File: src/rtl/peripheral_logic_node_pkg.sv
// Shared types for the peripheral clock/power node array: node state encoding
// and the decode helpers used by each channel.
package peripheral_logic_node_pkg;

  typedef enum logic [2:0] {
    READY    = 3'b000,
    SILENT   = 3'b001,
    STOPPING = 3'b010,
    FILTER   = 3'b100,
    STARTING = 3'b101
  } node_state_t;

  // READY and FILTER both still present the clock as usable downstream.
  function automatic logic is_ready(node_state_t s);
    return (s == READY) || (s == FILTER);
  endfunction

  function automatic logic is_stopping(node_state_t s);
    return (s == FILTER) || (s == STOPPING);
  endfunction

endpackage

File: src/rtl/peripheral_logic_node_channel.sv
// One peripheral node: request-drop deglitch filter plus stop/start handshake FSM.
// Optional handshake timeout monitor enabled by PERIPH_NODE_TIMEOUT_EN.
module peripheral_logic_node_channel
  import peripheral_logic_node_pkg::*;
#(
  parameter int FILTER_CYCLES  = 1,
  parameter int TIMEOUT_CYCLES = 255
) (
  input  logic clock,
  input  logic async_resetn,
  input  logic request,
  input  logic started,
  input  logic stopped,
  input  logic timeout_clr,
  output logic peripheral_stopping,
  output logic internal_request,
  output logic internal_silent,
  output logic internal_ready,
  output logic internal_stopping,
  output logic internal_starting,
  output logic timeout_err
);

  localparam int FW = $clog2(FILTER_CYCLES + 1);
  localparam logic [FW-1:0] FILT_LAST = FW'(FILTER_CYCLES - 1);

  node_state_t   state;
  logic [FW-1:0] filt_cnt;

  // NOTE: state registers use non-blocking assignments so every flop samples
  // the pre-edge values and simulation matches the synthesized netlist.
  always_ff @(posedge clock or negedge async_resetn) begin
    if (!async_resetn) begin
      state    <= SILENT;
      filt_cnt <= '0;
    end else begin
      case (state)
        SILENT:   if (request) state <= STARTING;
        STARTING: if (started) state <= READY;
        READY: begin
          if (!request) begin
            state    <= FILTER;
            filt_cnt <= '0;
          end
        end
        FILTER: begin
          if (request) begin
            state    <= READY;
            filt_cnt <= '0;
          end else if (filt_cnt == FILT_LAST) begin
            state <= STOPPING;
          end else begin
            filt_cnt <= filt_cnt + FW'(1);
          end
        end
        STOPPING: if (stopped) state <= SILENT;
        // Illegal encodings (e.g. after an upset) recover to the idle state.
        default:  state <= SILENT;
      endcase
    end
  end

  assign peripheral_stopping = (state == STOPPING);
  assign internal_request    = (state != SILENT);
  assign internal_silent     = (state == SILENT) && !request;
  assign internal_ready      = is_ready(state);
  assign internal_stopping   = is_stopping(state);
  assign internal_starting   = (state == STARTING);

`ifdef PERIPH_NODE_TIMEOUT_EN
  localparam int TW = $clog2(TIMEOUT_CYCLES + 1);
  localparam logic [TW-1:0] TO_MAX  = TW'(TIMEOUT_CYCLES);
  localparam logic [TW-1:0] TO_LAST = TW'(TIMEOUT_CYCLES - 1);

  logic [TW-1:0] to_cnt;
  logic          waiting;
  logic          to_set;

  assign waiting = (state == STARTING) || (state == STOPPING);
  // Set fires on the edge the count reaches TIMEOUT_CYCLES and keeps firing
  // while saturated, so a coinciding clear cannot drop the flag.
  assign to_set  = waiting && (to_cnt >= TO_LAST);

  always_ff @(posedge clock or negedge async_resetn) begin
    if (!async_resetn) begin
      to_cnt      <= '0;
      timeout_err <= 1'b0;
    end else begin
      if (!waiting)              to_cnt <= '0;
      else if (to_cnt != TO_MAX) to_cnt <= to_cnt + TW'(1);

      if (to_set)           timeout_err <= 1'b1;
      else if (timeout_clr) timeout_err <= 1'b0;
    end
  end
`else
  assign timeout_err = 1'b0;
  wire unused_timeout = &{1'b0, timeout_clr, TIMEOUT_CYCLES[0]};
`endif

endmodule

File: src/rtl/peripheral_logic_node_array.sv
// NUM_CH independent peripheral clock/power nodes with aggregate flags for the
// domain power controller. Timeout monitor enabled by PERIPH_NODE_TIMEOUT_EN.
module peripheral_logic_node_array #(
  parameter int NUM_CH         = 4,
  parameter int FILTER_CYCLES  = 1,
  parameter int TIMEOUT_CYCLES = 255
) (
  input  logic              clock,
  input  logic              async_resetn,
  input  logic [NUM_CH-1:0] request,
  input  logic [NUM_CH-1:0] stopped,
  input  logic [NUM_CH-1:0] started,
  output logic [NUM_CH-1:0] peripheral_stopping,
  output logic [NUM_CH-1:0] internal_request,
  output logic [NUM_CH-1:0] internal_silent,
  output logic [NUM_CH-1:0] internal_ready,
  output logic [NUM_CH-1:0] internal_stopping,
  output logic [NUM_CH-1:0] internal_starting,
  output logic              all_silent,
  output logic              any_ready,
  output logic [NUM_CH-1:0] timeout_err,
  input  logic [NUM_CH-1:0] timeout_clr
);

  for (genvar i = 0; i < NUM_CH; i++) begin : g_ch
    peripheral_logic_node_channel #(
      .FILTER_CYCLES (FILTER_CYCLES),
      .TIMEOUT_CYCLES(TIMEOUT_CYCLES)
    ) u_ch (
      .clock              (clock),
      .async_resetn       (async_resetn),
      .request            (request[i]),
      .started            (started[i]),
      .stopped            (stopped[i]),
      .timeout_clr        (timeout_clr[i]),
      .peripheral_stopping(peripheral_stopping[i]),
      .internal_request   (internal_request[i]),
      .internal_silent    (internal_silent[i]),
      .internal_ready     (internal_ready[i]),
      .internal_stopping  (internal_stopping[i]),
      .internal_starting  (internal_starting[i]),
      .timeout_err        (timeout_err[i])
    );
  end

  assign all_silent = &internal_silent;
  assign any_ready  = |internal_ready;

endmodule

File: config.mk
export PLATFORM = sky130hd
export DESIGN_NAME = peripheral_logic_node_array
export DESIGN_NICKNAME = d
export VERILOG_FILES = /design/src/rtl/peripheral_logic_node_pkg.sv /design/src/rtl/peripheral_logic_node_channel.sv /design/src/rtl/peripheral_logic_node_array.sv
export SDC_FILE = /design/constraint.sdc
export NUM_CORES = 1
export LEC_CHECK = 0
export CELL_PAD_IN_SITES_DETAIL_PLACEMENT = 1
export CELL_PAD_IN_SITES_GLOBAL_PLACEMENT = 1
export CORE_MARGIN = 3
export CORE_UTILIZATION = 31
export CTS_BUF_LIST = sky130_fd_sc_hd__clkbuf_8 sky130_fd_sc_hd__clkbuf_16
export DETAILED_ROUTE_END_ITERATION = 8
export PLACE_DENSITY_LB_ADDON = 0.1
export SLEW_MARGIN = 30
export SYNTH_ARGS = -nofsm -noshare
export SYNTH_HDL_FRONTEND = slang
export SYNTH_SLANG_ARGS = --single-unit
File: constraint.sdc
create_clock -name clock -period 1.85 [get_ports clock]
set_input_delay 0.37 -clock clock [delete_from_list [all_inputs] [get_ports clock]]
set_output_delay 0.37 -clock clock [all_outputs]
set_load 0.03 [all_outputs]
==> results of run 1 <==
## worst max-delay path, stage by stage, from the launching register on
cell	delay [ps]
dfstp_2	540
nor2_1	60
or4_1	530
buf_2	200
## report_power, final
part / internal (mW) / switching, mW / total, mW
logic: 1.02 / 1.08 / 2.10
registers: 0.400 / 0.109 / 0.509
clock network: 0.188 / 0.104 / 0.292
## layout make-up
| cell class | count | area (sq um) |
|---|---|---|
| repair buffers | 80 | 672 |
| fillers | 408 | 1800 |
| clock buffers | 4 | 55.1 |
| well taps | 46 | 57.6 |
| flip-flops and latches | 12 | 307 |
| inverters | 2 | 7.51 |
| multi-input cells | 68 | 566 |
## Yosys cell counts (all sizes together), types with 4 or more instances
cell type  instances  area share, %
or3b              11            8.3
nor2              10            3.4
dfrtp              8             17
xnor2              5            3.8
nor4b              4            5.2
buf               40             29
dfstp              4            9.0
a21oi              4            2.0
## cells by family (layout without fill, tap and decap cells)
logic type,Yosys count,after routing
buf+inv,42,86
flops,12,12
xor+xnor,8,8
other cells,1,4
compound gates,16,16
simple gates,40,40
## stage by stage
step	utilization (%)	instance area (sq um)	worst slack, ps
floorplan	-	1170	155
global placement	42.8	1480	-233
detailed placement	42.8	1480	-213
CTS	46.2	1600	-163
global route	48.0	1660	-202
finish	48.0	1660	-91.3
## path summary, 6_finish.rpt
path	slack, ps	endpoint	start	cells after the start
worst min-delay path	490	g_ch[3].u_ch.state[2]$_DFFE_PN0P_	async_resetn	1
worst max-delay path	-90	any_ready	g_ch[2].u_ch.state[0]$_DFFE_PN1P_	3
worst max register to register	520	g_ch[2].u_ch.state[0]$_DFFE_PN1P_	g_ch[2].u_ch.state[0]$_DFFE_PN1P_	5
worst min register to register	620	g_ch[1].u_ch.state[0]$_DFFE_PN1P_	g_ch[1].u_ch.state[2]$_DFFE_PN0P_	1
max in group asynchronous	960	g_ch[1].u_ch.state[2]$_DFFE_PN0P_	async_resetn	1
min in group clock	620	g_ch[1].u_ch.state[0]$_DFFE_PN1P_	g_ch[1].u_ch.state[2]$_DFFE_PN0P_	1
## metal layers
metal | global-route usage (%) | wire length (um) | vias to the layer above | share of wire, %
met5 | 0 | 0 | - | 0
met4 | 3.80 | 32 | 0 | 1.1
met3 | 3.16 | 157 | 2 | 5.6
met2 | 22.7 | 1440 | 28 | 51
met1 | 15.5 | 1190 | 451 | 42
li1 | - | - | 471 | -
## what timing repair did
item,4_1_cts,5_1_grt
hold buffers,0,0
resized for setup,52,30
setup endpoints to repair,21,13
setup buffers,4,10
pin swaps,2,4
==> impl_metrics.yaml, run 1 <==
layout:
  antenna_cells: 0
  final_cell_mix: "buf_4 (38), buf_6 (15), clkdlybuf4s50_1 (12)"
  layout_commonest_cell: "buf_4"
  drive_above_1_share_pct: 50.0
  regMostFlops: "g_ch.u_ch.state"
  reg.largest.list: "g_ch.u_ch.state: 12 flops"
  layout.nets: 185
  stdcell_count: 212
  largest_reg_flops: 12
  area_delta_synth_final_pct: 43.2
sta:
  fin_ws_ps: -91.3
  min_period_over_period_pct: 105
  final_hold_viol_count: 0
  period_needed_ps: 1940
  setup_viol: 2
  rsz0062_at_grt: "true"
  slew_headroom_pct: 62.6
  max_freq_ghz: 0.515
  hold_ws_ps: 489
  fin_skew_ps: 3.13
  tns_ps: -179
  slew_viol_final: 0
  tightest_slew_ps: 559
place:
  hpwl_mm: 2.10
  portBuffers: 39
  placed_cells: 197
  place.gp.congestion: 0.804
synthesis:
  synthAdderAreaFrac_pct: 0
  synthFlopType: "dfrtp_1"
  yosysUniqueCellTypes: 32
  synth-edff-count: 0
  ys.warnings.count: 0
  async_flop_share_pct: 100
  syn_area_sq_mm: 0.00116
  ys_seq_elements: 12
  avgSynthCellArea_sq_um: 9.77
  synth_top_family_by_area: "buffers and inverters"
  synthSimpleGateAreaFrac_pct: 27.2
  post_synth_xor_area_fraction_pct: 6.03
  synth_cells: 119
  ys_seq_area_share_pct: 26.3
  synthMuxAreaShare_pct: 0
  synth_compound_area_share_pct: 10.4
clock_tree:
  clkSinkCount: 12
  cts_tree: "done"
  cts_made_buffers: 3
  cts_root_buffer: "clkbuf_8"
  clk_latency_ps: 240
  clock_path_buffers: 2
  cts_max_level: 1
  path_clk_slew_ps: 60
worst_hold_path:
  hold_class: "in -> async"
global_routing:
  grt_pass1_vias: 985
  grt-ovfl-total: 0
  antenna_found_initial: 0
  grt_pass1_wl_mm: 4.50
  grt_usage_pct: 12.9
  grt_max_degree: 13
route:
  vias_per_cell: 4.49
  routed_wl_mm: 2.83
  drtIter0Drc: 33
  first_pass_iters: 2
  antenna_left: 0
  num_vias: 952
  drc: 0
  wl_per_cell_um: 13.3
critical_path:
  critPathRequiredTime_ps: 1480
  critPathLaunchType: "register"
  cp_max_fo: 3
  worst_setup_path_end_kind: "primary output"
  critPathKind: "reg -> out"
  worstPathArrival_ps: 1570
floorplanning:
  dieHeight_um: 67.2
  dieArea_sq_mm: 0.00452
  io_pins: 48
  initial_core_util_pct: 33.5
  rows: 21
  die_w_um: 67.2
  core_area_sq_mm: 0.00347
power:
  p_per_area_mw_per_mm2: 1740
  p_leak_nw: 0.758
  p_total_mw: 2.90
  ir_drop_mv: 0.532
status:
  violations: "setup timing"
  outcome: "finished, violations left"
run:
  cap_violations: 0
Note: power is estimated with default switching activity, not from simulation.
==> inputs of run 2 (changes only) <==
--- a/config.mk
+++ b/config.mk
@@ -11,3 +11,2 @@
 export CORE_UTILIZATION = 31
-export CTS_BUF_LIST = sky130_fd_sc_hd__clkbuf_8 sky130_fd_sc_hd__clkbuf_16
 export DETAILED_ROUTE_END_ITERATION = 8
--- a/constraint.sdc
+++ b/constraint.sdc
@@ -3,2 +3,2 @@
 set_output_delay 0.37 -clock clock [all_outputs]
-set_load 0.03 [all_outputs]
+set_load 0.05 [all_outputs]
==> run 2 against run 1 <==
  * The flow still finishes with violations (setup timing)
  * Critical path type unchanged
  * Cell count fell by 5.2%
  * Global-route usage is 0.37 points lower
  * Critical endpoint unchanged
  * Non-clock buffer count fell by 11
  * Register-to-register slack improved by 70 ps
  * Worst setup slack better by 6.6 ps
  * Sequential share of layout area decreased by 1.7 points
  * Flip-flop and latch count unchanged
  * Total power rose by 29%
  * Wire length is 4.6% lower
==> impl_metrics.yaml, run 2 (synthesis gave the netlist of run 1 again) <==
sta:
  fin_skew_ps: 8.45
  hold_ws_ps: 481
  final_hold_viol_count: 0
  setup_viol: 2
  max_freq_ghz: 0.517
  fin_ws_ps: -84.7
  rsz0062_at_grt: "true"
  min_period_over_period_pct: 105
  period_needed_ps: 1930
  slew_viol_final: 0
  tightest_slew_ps: 547
  slew_headroom_pct: 63.4
power:
  p_leak_nw: 0.786
  p_per_area_mw_per_mm2: 2020
  ir_drop_mv: 0.806
  p_total_mw: 3.75
critical_path:
  cp_max_fo: 4
  critPathKind: "reg -> out"
  r2r_slack_ps: 590
  critPathRequiredTime_ps: 1480
  worst_setup_path_end_kind: "primary output"
  critPathLaunchType: "register"
  worstPathArrival_ps: 1560
layout:
  antenna_cells: 0
  area_delta_synth_final_pct: 59.8
  drive_above_1_share_pct: 53.5
  final_cell_mix: "buf_4 (28), buf_12 (21), clkdlybuf4s50_1 (9)"
  layout.nets: 174
  largest_reg_flops: 12
  reg.largest.list: "g_ch.u_ch.state: 12 flops"
  stdcell_count: 201
  design_area_sq_mm: 0.00186
  regMostFlops: "g_ch.u_ch.state"
  final_util_pct: 53.6
  layout_commonest_cell: "buf_4"
  n_fill_cell: 374
global_routing:
  grtUsageMet3_pct: 3.00
  grt_usage_pct: 12.5
  met2_usage_pct: 21.5
  antenna_found_initial: 0
  grt_pass1_vias: 947
  grt_pass1_wl_mm: 4.36
  grt-ovfl-total: 0
  grt_max_degree: 13
  grt_use_met1_pct: 15.5
  busiest_layer: "met2"
run:
  cap_violations: 0
route:
  drc: 0
  drtIter0Drc: 46
  vias_per_cell: 4.51
  first_pass_iters: 2
  antenna_left: 0
  routed_wl_mm: 2.70
  wl_per_cell_um: 13.4
  num_vias: 906
worst_hold_path:
  hold_class: "in -> async"
clock_tree:
  cts_root_buffer: "clkbuf_8"
  cts_max_level: 1
  path_clk_slew_ps: 60
  cts_tree: "done"
  clk_latency_ps: 240
  clock_path_buffers: 2
  cts_made_buffers: 3
  cts.hold.buffers_added: 0
  clkSinkCount: 12
floorplanning:
  die_w_um: 67.2
  io_pins: 48
  dieArea_sq_mm: 0.00452
  initial_core_util_pct: 33.5
  rows: 21
  dieHeight_um: 67.2
  core_area_sq_mm: 0.00347
place:
  place_area_sq_mm: 0.00162
  placed_cells: 185
  place.gp.congestion: 0.744
  hpwl_mm: 2.00
  portBuffers: 39
status:
  outcome: "finished, violations left"
  violations: "setup timing"
## run 2: cell count changes in the layout (fill, tap and decap cells not counted), moves of 3 or more
cell             change
buf_4               -10
dfrtp_1              -3
clkdlybuf4s50_1      -3
buf_2                -4
dfrtp_2              +3
buf_8                +4
clkbuf_2             -6
buf_12              +21
buf_6               -12
## run 2: through the flow
step                setup TNS [ps]  worst slack [ps]
CTS                           -186             -63.4
floorplan                        0              67.2
finish                        -123             -84.7
detailed placement            -135              -135
global placement              -133              -133
global route                  -324              -122
## run 2: cell type report
class                   instances  area, sq um  area share, %
clock buffers                   4         55.1           2.96
well taps                      46         57.6           3.10
flip-flops and latches         12          310           16.7
inverters                       2         7.51          0.404
repair buffers                 69          850           45.7
multi-input cells              68          578           31.1
## run 2: routing by layer
| layer | routed length (um) | vias to the layer above |
|---|---|---|
| li1 | - | 453 |
| met1 | 1120 | 421 |
| met2 | 1360 | 30 |
| met3 | 175 | 2 |
| met4 | 31 | 0 |
| met5 | 0 | - |
## run 2: power breakdown
group	leakage (nW)	internal (mW)	switching, mW
combinational	0.617	1.44	1.45
sequential	0.140	0.406	0.174
clock	0.0288	0.188	0.0991
total	0.786	2.03	1.72
## run 2: worst max-delay path, cell delays in order (launching register included)
cell and delay [ps]:
dfstp_2 590, nor2_4 40, or4_4 520, buf_8 170
## run 2: worst paths after layout
path / cells after the start / startpoint / end
hold / removal: 1 / async_resetn / g_ch[3].u_ch.state[1]$_DFFE_PN0P_
setup reg to reg: 3 / g_ch[3].u_ch.state[1]$_DFFE_PN0P_ / g_ch[3].u_ch.state[1]$_DFFE_PN0P_
min in group clock: 1 / g_ch[2].u_ch.state[2]$_DFFE_PN0P_ / g_ch[2].u_ch.state[2]$_DFFE_PN0P_
max in group asynchronous: 1 / async_resetn / g_ch[2].u_ch.state[2]$_DFFE_PN0P_
setup / recovery: 3 / g_ch[1].u_ch.state[0]$_DFFE_PN1P_ / any_ready
hold reg to reg: 1 / g_ch[2].u_ch.state[2]$_DFFE_PN0P_ / g_ch[2].u_ch.state[2]$_DFFE_PN0P_
## run 2: what timing repair did
| item | 4_1_cts | 5_1_grt |
|---|---|---|
| pin swaps | 7 | 1 |
| buffers inserted | 8 | 4 |
| resized for setup | 14 | 17 |
| endpoints found under the setup margin | 7 | 10 |
==> inputs of run 3 (changes only) <==
- PLACE_DENSITY: default -> 0.89
- PLACE_DENSITY_LB_ADDON: 0.1 -> default
==> run 3 against run 2 <==
  * The run still ends with setup timing left
  * First-iteration DRC count is 39% lower
  * Global-route usage is 3.6 points higher
  * Clock power is 11% lower
  * Register-to-register slack worse by 30 ps
  * Hold slack better by 13 ps
  * Die area stayed put
  * Combinational power is 2% higher
  * Clock skew is 7.4 ps lower
  * Cell count is 1.5% lower
  * Critical path depth stayed put
  * Fmax is 1.4% lower
  * Critical path type unchanged
  * Largest power group unchanged
==> impl_metrics.yaml, run 3 (synthesis gave the netlist of run 1 again) <==
clock_tree:
  cts_root_buffer: "clkbuf_8"
  cts_max_level: 1
  cts_made_buffers: 3
  cts.hold.buffers_added: 0
  cts_tree: "done"
  path_clk_slew_ps: 50
  clock_path_buffers: 2
  clk_latency_ps: 250
  clkSinkCount: 12
status:
  violations: "setup timing"
  outcome: "finished, violations left"
power:
  ir_drop_mv: 1.03
  internal-power_mw: 1.97
  p_seq_share_pct: 15.7
  combPwrFrac_pct: 77.5
  power_frac_clock_pct: 6.8
  switching_power_mw: 1.81
  p_per_area_mw_per_mm2: 2040
  p_leak_nw: 0.773
  switching_share_pct: 48.0
critical_path:
  critPathRequiredTime_ps: 1480
  critPathLaunchType: "register"
  worst_setup_path_end_kind: "primary output"
  cp_max_fo: 3
  slowest_stage: "dfstp_2"
  critPathKind: "reg -> out"
  max_stage_delay_ps: 570
  path_cells: "nor2_2 > or4_4 > buf_8"
  worstPathArrival_ps: 1590
  critical_path.top_delay_family: "simple AND/OR/NAND/NOR gates"
  crit_buf_inv: 1
sta:
  period_needed_ps: 1960
  final_hold_viol_count: 0
  fin_ws_ps: -112
  slew_viol_final: 0
  fin_skew_ps: 1.06
  max_freq_ghz: 0.510
  slew_headroom_pct: 61.5
  setup_viol: 2
  tightest_slew_ps: 576
  hold_ws_ps: 494
  rsz0062_at_grt: "true"
  min_period_over_period_pct: 106
route:
  drtIter0Drc: 28
  num_vias: 948
  antenna_left: 0
  first_pass_iters: 4
  routed_wl_mm: 3.48
  vias_per_cell: 4.79
  wl_per_cell_um: 17.6
  drc: 0
layout:
  drive_above_1_share_pct: 53.9
  final_cell_mix: "buf_4 (23), buf_12 (21), clkdlybuf4s50_1 (9)"
  layout.nets: 171
  n_fill_cell: 372
  area_delta_synth_final_pct: 59.3
  reg.largest.list: "g_ch.u_ch.state: 12 flops"
  multi_input_area_sq_um: 602
  regMostFlops: "g_ch.u_ch.state"
  regArea_sq_um: 309
  antenna_cells: 0
  largest_reg_flops: 12
  layout_commonest_cell: "buf_4"
global_routing:
  grt_pass1_vias: 1113
  antenna_found_initial: 0
  grt_usage_pct: 16.2
  grt-ovfl-total: 0
  grt_max_degree: 13
  grt_pass1_wl_mm: 5.49
floorplanning:
  dieArea_sq_mm: 0.00452
  core_area_sq_mm: 0.00347
  dieHeight_um: 67.2
  rows: 21
  io_pins: 48
  initial_core_util_pct: 33.5
  die_w_um: 67.2
worst_hold_path:
  hold_class: "in -> async"
place:
  portBuffers: 39
  dp_slack_ps: -134
  hpwl_mm: 2.17
  place.gp.congestion: 0.754
run:
  cap_violations: 0
==> run 3: power groups by stage <==
| stage | sequential [mW] | clock [mW] | combinational, mW |
|---|---|---|---|
| after CTS | 0.560 | 0.258 | 2.77 |
| final | 0.593 | 0.256 | 2.93 |
| after floorplan | 0.461 | 0 | 1.94 |
| after detailed placement | 0.577 | 0 | 2.54 |
| after global routing | 0.616 | 0.276 | 3.06 |
| after global placement | 0.556 | 0 | 2.48 |
==> run 3: final cells by class <==
class	count	area share, %
Timing Repair Buffer	66	44.9
Multi-Input combinational cell	68	32.5
Sequential cell	12	16.7
Tap cell	46	3.11
Clock buffer	4	2.43
Inverter	2	0.405
==> run 3: per-layer routing <==
metal | vias to the layer above | GRT usage (%) | share of wire (%)
li1 | 442 | - | -
met1 | 469 | 18.7 | 43
met4 | 0 | 7.59 | 1.9
met3 | 4 | 2.16 | 4.9
met5 | - | 0 | 0
met2 | 33 | 29.2 | 50
==> run 3: path summary, 6_finish.rpt <==
| check | startpoint | endpoint | slack, ps | cells past startpoint |
|---|---|---|---|---|
| hold reg to reg | g_ch[3].u_ch.state[0]$_DFFE_PN1P_ | g_ch[3].u_ch.state[1]$_DFFE_PN0P_ | 680 | 2 |
| hold / removal | async_resetn | g_ch[2].u_ch.state[1]$_DFFE_PN0P_ | 490 | 1 |
| setup / recovery | g_ch[1].u_ch.state[0]$_DFFE_PN1P_ | any_ready | -110 | 3 |
| setup reg to reg | g_ch[2].u_ch.state[0]$_DFFE_PN1P_ | g_ch[2].u_ch.state[0]$_DFFE_PN1P_ | 560 | 4 |
| min in group clock | g_ch[3].u_ch.state[0]$_DFFE_PN1P_ | g_ch[3].u_ch.state[1]$_DFFE_PN0P_ | 680 | 2 |
| max in group asynchronous | async_resetn | g_ch[2].u_ch.state[2]$_DFFE_PN0P_ | 950 | 1 |
==> run 3: metrics by stage <==
step | utilization (%) | std cells | power (mW) | area [sq um] | TNS (ps)
2_1_floorplan | - | 122 | 2.41 | 1170 | 0
3_3_place_gp | 46.2 | 183 | 3.03 | 1600 | -128
3_5_place_dp | 46.2 | 183 | 3.12 | 1600 | -138
4_1_cts | 51.4 | 198 | 3.59 | 1780 | -136
5_1_grt | 53.4 | 198 | 3.95 | 1850 | -327
6_report | 53.4 | 198 | 3.78 | 1850 | -190
==> run 3: repair_timing <==
| item | CTS | global route |
|---|---|---|
| setup endpoints to repair | 7 | 12 |
| resized for setup | 19 | 17 |
| pin swaps | 6 | 3 |
| buffers inserted | 11 | 3 |
| endpoints found under the hold margin | 0 | 0 |
